===== src/rtl/key_event.sv =====
// key_event: classifies a debounced key level into short, long and
// auto-repeat event pulses, plus a held-status level.
module key_event #(
    parameter int LONG_TICKS   = 100,
    parameter int REPEAT_TICKS = 20,
    parameter bit REPEAT_EN    = 1'b1,
    parameter int CNT_W        = 8
) (
    input  logic clk_db,
    input  logic rst_n,
    input  logic en,
    input  logic key_level,
    output logic short_pulse,
    output logic long_pulse,
    output logic repeat_pulse,
    output logic held
);

    typedef enum logic [1:0] {
        LOCK  = 2'd0,
        IDLE  = 2'd1,
        PRESS = 2'd2,
        HOLD  = 2'd3
    } state_t;

    localparam logic [CNT_W-1:0] LONG_LAST = CNT_W'(LONG_TICKS - 1);
    localparam logic [CNT_W-1:0] REP_LAST  = CNT_W'(REPEAT_TICKS - 1);
    localparam logic [CNT_W-1:0] CNT_ONE   = CNT_W'(1);

    state_t           state;
    logic [CNT_W-1:0] cnt;

    // Press classifier: state, hold counter and all registered outputs.
    // Pulses default low every cycle so each one lasts exactly one cycle.
    always_ff @(posedge clk_db or negedge rst_n) begin
        if (!rst_n) begin
            state        <= LOCK;
            cnt          <= '0;
            short_pulse  <= 1'b0;
            long_pulse   <= 1'b0;
            repeat_pulse <= 1'b0;
            held         <= 1'b0;
        end else begin
            short_pulse  <= 1'b0;
            long_pulse   <= 1'b0;
            repeat_pulse <= 1'b0;
            if (!en) begin
                // A key held while disabled must be released before it counts.
                state <= key_level ? LOCK : IDLE;
                cnt   <= '0;
                held  <= 1'b0;
            end else begin
                unique case (state)
                    LOCK: begin
                        cnt  <= '0;
                        held <= 1'b0;
                        if (!key_level) begin
                            state <= IDLE;
                        end
                    end
                    IDLE: begin
                        if (key_level) begin
                            state <= PRESS;
                            cnt   <= CNT_ONE;
                            held  <= 1'b1;
                        end else begin
                            cnt  <= '0;
                            held <= 1'b0;
                        end
                    end
                    PRESS: begin
                        if (!key_level) begin
                            state       <= IDLE;
                            cnt         <= '0;
                            held        <= 1'b0;
                            short_pulse <= 1'b1;
                        end else if (cnt == LONG_LAST) begin
                            state      <= HOLD;
                            cnt        <= '0;
                            long_pulse <= 1'b1;
                        end else begin
                            cnt <= cnt + CNT_ONE;
                        end
                    end
                    HOLD: begin
                        if (!key_level) begin
                            state <= IDLE;
                            cnt   <= '0;
                            held  <= 1'b0;
                        end else if (cnt == REP_LAST) begin
                            cnt          <= '0;
                            repeat_pulse <= REPEAT_EN;
                        end else begin
                            cnt <= cnt + CNT_ONE;
                        end
                    end
                    default: begin
                        state <= LOCK;
                        cnt   <= '0;
                        held  <= 1'b0;
                    end
                endcase
            end
        end
    end

endmodule


===== config.mk =====
export PLATFORM = sky130hd
export DESIGN_NAME = key_event
export DESIGN_NICKNAME = d
export VERILOG_FILES = /design/src/rtl/key_event.sv
export SDC_FILE = /design/constraint.sdc
export NUM_CORES = 1
export LEC_CHECK = 0
export ABC_AREA = 1
export CORE_ASPECT_RATIO = 1.2
export CORE_UTILIZATION = 32
export DETAILED_ROUTE_END_ITERATION = 7
export GPL_TIMING_DRIVEN = 0
export PLACE_DENSITY = 0.59
export SLEW_MARGIN = 0
export SYNTH_ARGS = -nofsm -noshare
export SYNTH_HDL_FRONTEND = slang
export SYNTH_SLANG_ARGS = --single-unit
export TNS_END_PERCENT = 50

===== constraint.sdc =====
create_clock -name clk_db -period 1.4 [get_ports clk_db]
set_input_delay 0.14 -clock clk_db [delete_from_list [all_inputs] [get_ports clk_db]]
set_output_delay 0.14 -clock clk_db [all_outputs]
set_load 0.005 [all_outputs]

=== Word-level counts from Yosys, hierarchy flattened ===
Index checks and enable logic that the tools add are counted.

* Add/subtract/negate cells: 1
* Eq/ne operators: 9
* Muxes and demuxes: 29
* Reduce and logical (&&, ||, !) cells: 4

{| class="wikitable"
|+ Operators with widths
! cell !! number
|-
| 8-bit 2-to-1 mux || 5
|-
| 8-bit case mux with 4 select lines || 1
|-
| 1-bit 2-to-1 mux || 16
|-
| 2-bit 2-to-1 mux || 5
|-
| 3-bit inequality test, second input constant || 3
|-
| 8-bit by 1-bit adder with 8-bit output, second input constant || 1
|-
| 8-bit by 5-bit == test with 1-bit output, second input constant || 1
|-
| 8-bit by 7-bit == test with 1-bit output, second input constant || 1
|-
| 2-bit case mux with 3 select lines || 1
|-
| 2-bit == test, second input constant || 2
|-
| 4-bit inequality test, second input constant || 1
|-
| 2-bit OR reduction || 2
|-
| 1-bit case mux with 3 select lines || 1
|-
| 3-bit AND reduction || 1
|-
| 2-bit by 1-bit == test with 1-bit output, second input constant || 1
|-
| 2-bit zero test || 1
|}

* Register bits: 14
* Bits of input ports: 4
* Output and inout port bits: 4
* Logic and storage cells: 49

=== Longest topological paths before layout ===
* Depth in word-level cells: 5
* Gate-level depth with buffers: 8
* Gate-level depth less buffers: 8

=== Worst setup path after synthesis ===
No wires, ideal clock.

* Path type: register to register
* Start point: reg state[0]
* End point: reg state[0]
* Setup time: 0.076 ns
* Arrival: 1.103 ns
* Required time: 1.324 ns
* Setup slack: 0.221 ns
* Cell stages (with the launch flop): 8
* Path buffers: 0
* Period minus slack after synthesis: 1.179 ns
* Cells stage by stage: dfrtp_1 > inv_1 > ha_1 > o21ai_1 > inv_1 > nand2_2 > nand2_1 > o21ai_1

* Longest elaborated chain between the ends: 4
* Elaborated cells on any way between the ends: 11

{| class="wikitable"
|+ Ends and longest elaborated chain
! element !! RTL line !! RTL
|-
| start, declared || 30 || <nowiki>state_t state;</nowiki>
|-
| start signal, assigned || 49 || <nowiki>state <= key_level ? LOCK : IDLE;</nowiki>
|-
| 2-bit == test / 2-bit zero test (equally long branches) || 53 || <nowiki>unique case (state)</nowiki>
|-
| 2-bit OR reduction (no source line) || -- ||
|-
| 3-bit inequality test (no source line) / 2-bit case mux with 3 select lines (equally long branches) || -- ||
|-
| 3-bit AND reduction (no source line) / 2-bit 2-to-1 mux (equally long branches) || -- ||
|}

Several ways; a longest one is shown, not always the timed one.
A chain may end at the register's enable or synchronous reset.

=== Final worst setup path ===
* Start point: reg cnt[0]
* End point: reg cnt[6]

* Longest elaborated chain between the ends: 5
* Elaborated cells on any way between the ends: 9

{| class="wikitable"
|+ Ends and longest elaborated chain
! element !! RTL line !! RTL
|-
| start, declared || 31 || <nowiki>logic [CNT_W-1:0] cnt;</nowiki>
|-
| start signal, assigned || 82 || <nowiki>cnt <= cnt + CNT_ONE;</nowiki>
|-
| start signal, assigned || 94 || <nowiki>cnt <= cnt + CNT_ONE;</nowiki>
|-
| 8-bit by 1-bit adder with 8-bit output (tied with other cells) || 82, 94 ||
|-
| 8-bit 2-to-1 mux, on equally long branches || 90, 77 ||
|-
| 8-bit 2-to-1 mux, on equally long branches || 86, 72 ||
|-
| 8-bit case mux with 4 select lines (*) || 53 ||
|-
| 8-bit 2-to-1 mux (*) || 47 || <nowiki>if (!en) begin</nowiki>
|}

Mark *: on every way between the ends. The rest lies on a longest branch, timed or not.

==> summary.txt <==
Setup Viol. Count Final: 0
Share of cells above drive strength 1: 24.5%
Top cell type's share of synthesized area: 42.5%
Port bufs: 7
Setup crit end kind: flip-flop
Worst path required time: 1.57 ns
Initial DRT Pass Iterations: 4
Clk sinks: 14
Initial antenna violation count: 0
Fin util: 43.6%
Final worst path period share: 94.8%
Type of the worst min-delay path: in2async
CTS tree: done
Core area: 2350 µm²
H-tree levels: 1
WHS: 0.251 ns
RePlAce Congestion: 0.750
Sw Share: 35.9%
Vias in the first global route: 660
Outcome: complete, no violations
Row count: 19
Post-route ant nets: 0
Critical path peak fanout: 4
Overflow after GRT: 0
Diodes inserted: 0
DPL Wire Length: 1110 µm
Yosys cell types: 20
Net Count, Synth: 108
Leakage Power: 0.466 nW
Global-route wire length before repair: 2640 µm
Gr usage total: 12.6%
Final net count: 123
Switching power: 0.000443 W
Max cap viols: 0
CTS Root Cell: clkbuf_4
Die ar.: 2780 µm²
Sequential share of the synthesized area: 42.5%
CTS Hold Bufs: 0
Fin. Hold Viols: 0
Die width: 48.3 µm
Initial DRC Count: 13
Tmin final: 1.33 ns
Die Ht: 57.6 µm
Worst Path Arrival: 1.50 ns
Slew headroom: 57.9%
Post-synthesis cell area: 825 µm²
Startpoint type of the worst setup path: flip-flop
I/O pin cnt: 8
Largest area contributor in the netlist: dfrtp_1
Synthesized area per cell: 8.50 µm²
Synthesized instance count: 97
Pwr dens: 1200 nW/µm²
Reg2reg start: cnt[0]
Crit. Startpoint: cnt[0]
Largest net degree at the start of global routing: 15
Worst Max-Slew Pin Slew: 0.630 ns
Num CTS Buffers: 3
Synth area leaders: dfrtp_1 (42%), ha_1 (11%), nand2_1 (7.7%), inv_1 (6.4%), nor2_1 (5.5%)
Residual DRC: 0
Vias: 646
Clock transition at the registers of the reported paths: 0.08 ns
Area delta synth->final: 24.4%
Clock network power share: 17.9%
Starting Density: 35.0%
Type of the worst setup path: reg2reg
Synth Register Bits: 14
Worst vdd ir: 0.762 mV
Vias per cell: 4.58
Fin. max-slew vios: 0
Sequential share of power: 42.4%
Int Power: 0.000791 W
Logic pwr share: 39.7%
Final setup skew: 0.00173 ns
Synth warn: 0
Clk buf depth: 2
Fmax: 0.753 GHz
Wire per inst: 10.9 µm
Insertion delay to the later sink of the worst-skew pair: 0.27 ns
Routed WL: 1540 µm
## synth_stat cells (all sizes together)
master   n
a21oi    1
a31oi    1
dfrtp   14
ha       7
inv     16
nand2   23
nand3    5
nor2    14
nor3     5
o21ai    5
xnor2    1
xor2     5
## flip-flops by register name, indices dropped and copies added (netlist names)
| signal | cells |
|---|---|
| cnt | 8 |
| held | 1 |
| long_pulse | 1 |
| repeat_pulse | 1 |
| short_pulse | 1 |
| state | 2 |
## timing repair
action | in CTS | in global routing
setup endpoints to repair | 0 | 9
endpoints found under the hold margin | 0 | 0
resized for setup | 0 | 12
setup buffers | 0 | 3
## cells in the final DEF, fill, tap and decap left out, drive strengths merged
cell type,count
nand2,23
nand3,5
xnor2,1
nor2,14
ha,7
dfrtp,14
a21oi,1
o21ai,5
nor3,5
xor2,5
a31oi,1
clkbuf,3
buf,3
inv,16
clkdlybuf4s50,7
## per-layer routing
metal  share of wire [%]  wire length (µm)  global-route usage, %  up-vias
met5                   0                 0                      0        -
met4                 1.4                22                   7.56        0
met3                 1.6                25                   3.20        4
met2                  54               839                   22.1        6
met1                  42               653                   13.6      313
li1                    -                 -                      -      323
## worst paths after layout
| kind | end | slack, ns | depth (start not counted) |
|---|---|---|---|
| max | cnt[6] | 0.07 | 6 |
| min | cnt[4] | 0.25 | 1 |
| max reg2reg | cnt[6] | 0.07 | 6 |
| min reg2reg | held | 0.53 | 2 |
| max in group asynchronous | state[1] | 0.70 | 1 |
| min in group clk_db | held | 0.53 | 2 |
## cell families after synthesis
logic type,share of synthesized area (%)
AND/OR/NAND/NOR,28.8
adder cells (fa/ha/maj),10.6
buffers and inverters,7.28
flip-flops,42.5
AO/OA/AOI/OAI,4.40
XOR/XNOR,6.37
## metrics by stage
| stage | TNS (ns) | instance area [µm²] | cells | worst slack [ns] | power [W] |
|---|---|---|---|---|---|
| floorplan | 0 | 825 | 97 | 0.221 | 0.000778 |
| finish | 0 | 1030 | 141 | 0.0724 | 0.00123 |
| global route | -0.00339 | 1030 | 141 | -0.00339 | 0.00135 |
| global placement | 0 | 933 | 135 | 0.0832 | 0.000872 |
| detailed placement | 0 | 933 | 135 | 0.0337 | 0.000882 |
| CTS | 0 | 956 | 138 | 0.0682 | 0.00111 |
## power by group through the flow
stage | Clock (W) | Combinational, W | Sequential (W)
6_report | 0.000220 | 0.000490 | 0.000524
5_1_grt | 0.000248 | 0.000569 | 0.000530
4_1_cts | 0.000232 | 0.000379 | 0.000500
3_5_place_dp | 0 | 0.000374 | 0.000508
3_3_place_gp | 0 | 0.000365 | 0.000507
2_1_floorplan | 0 | 0.000280 | 0.000499
## critical path, cell delays in order (launching register included)
cell and delay [ns]:
dfrtp_1 0.45, buf_4 0.15, ha_1 0.13, nand3_1 0.12
nor3_2 0.16, xor2_1 0.16, nor2_1 0.05
## final cells by class
type	instances	area, µm²
Clock buffer	3	22.5
Fill cell	239	1330
Inverter	16	62.6
Multi-Input combinational cell	67	457
Sequential cell	14	353
Tap cell	31	38.8
Timing Repair Buffer	10	92.6
Note: power is estimated with default switching activity, not from simulation.
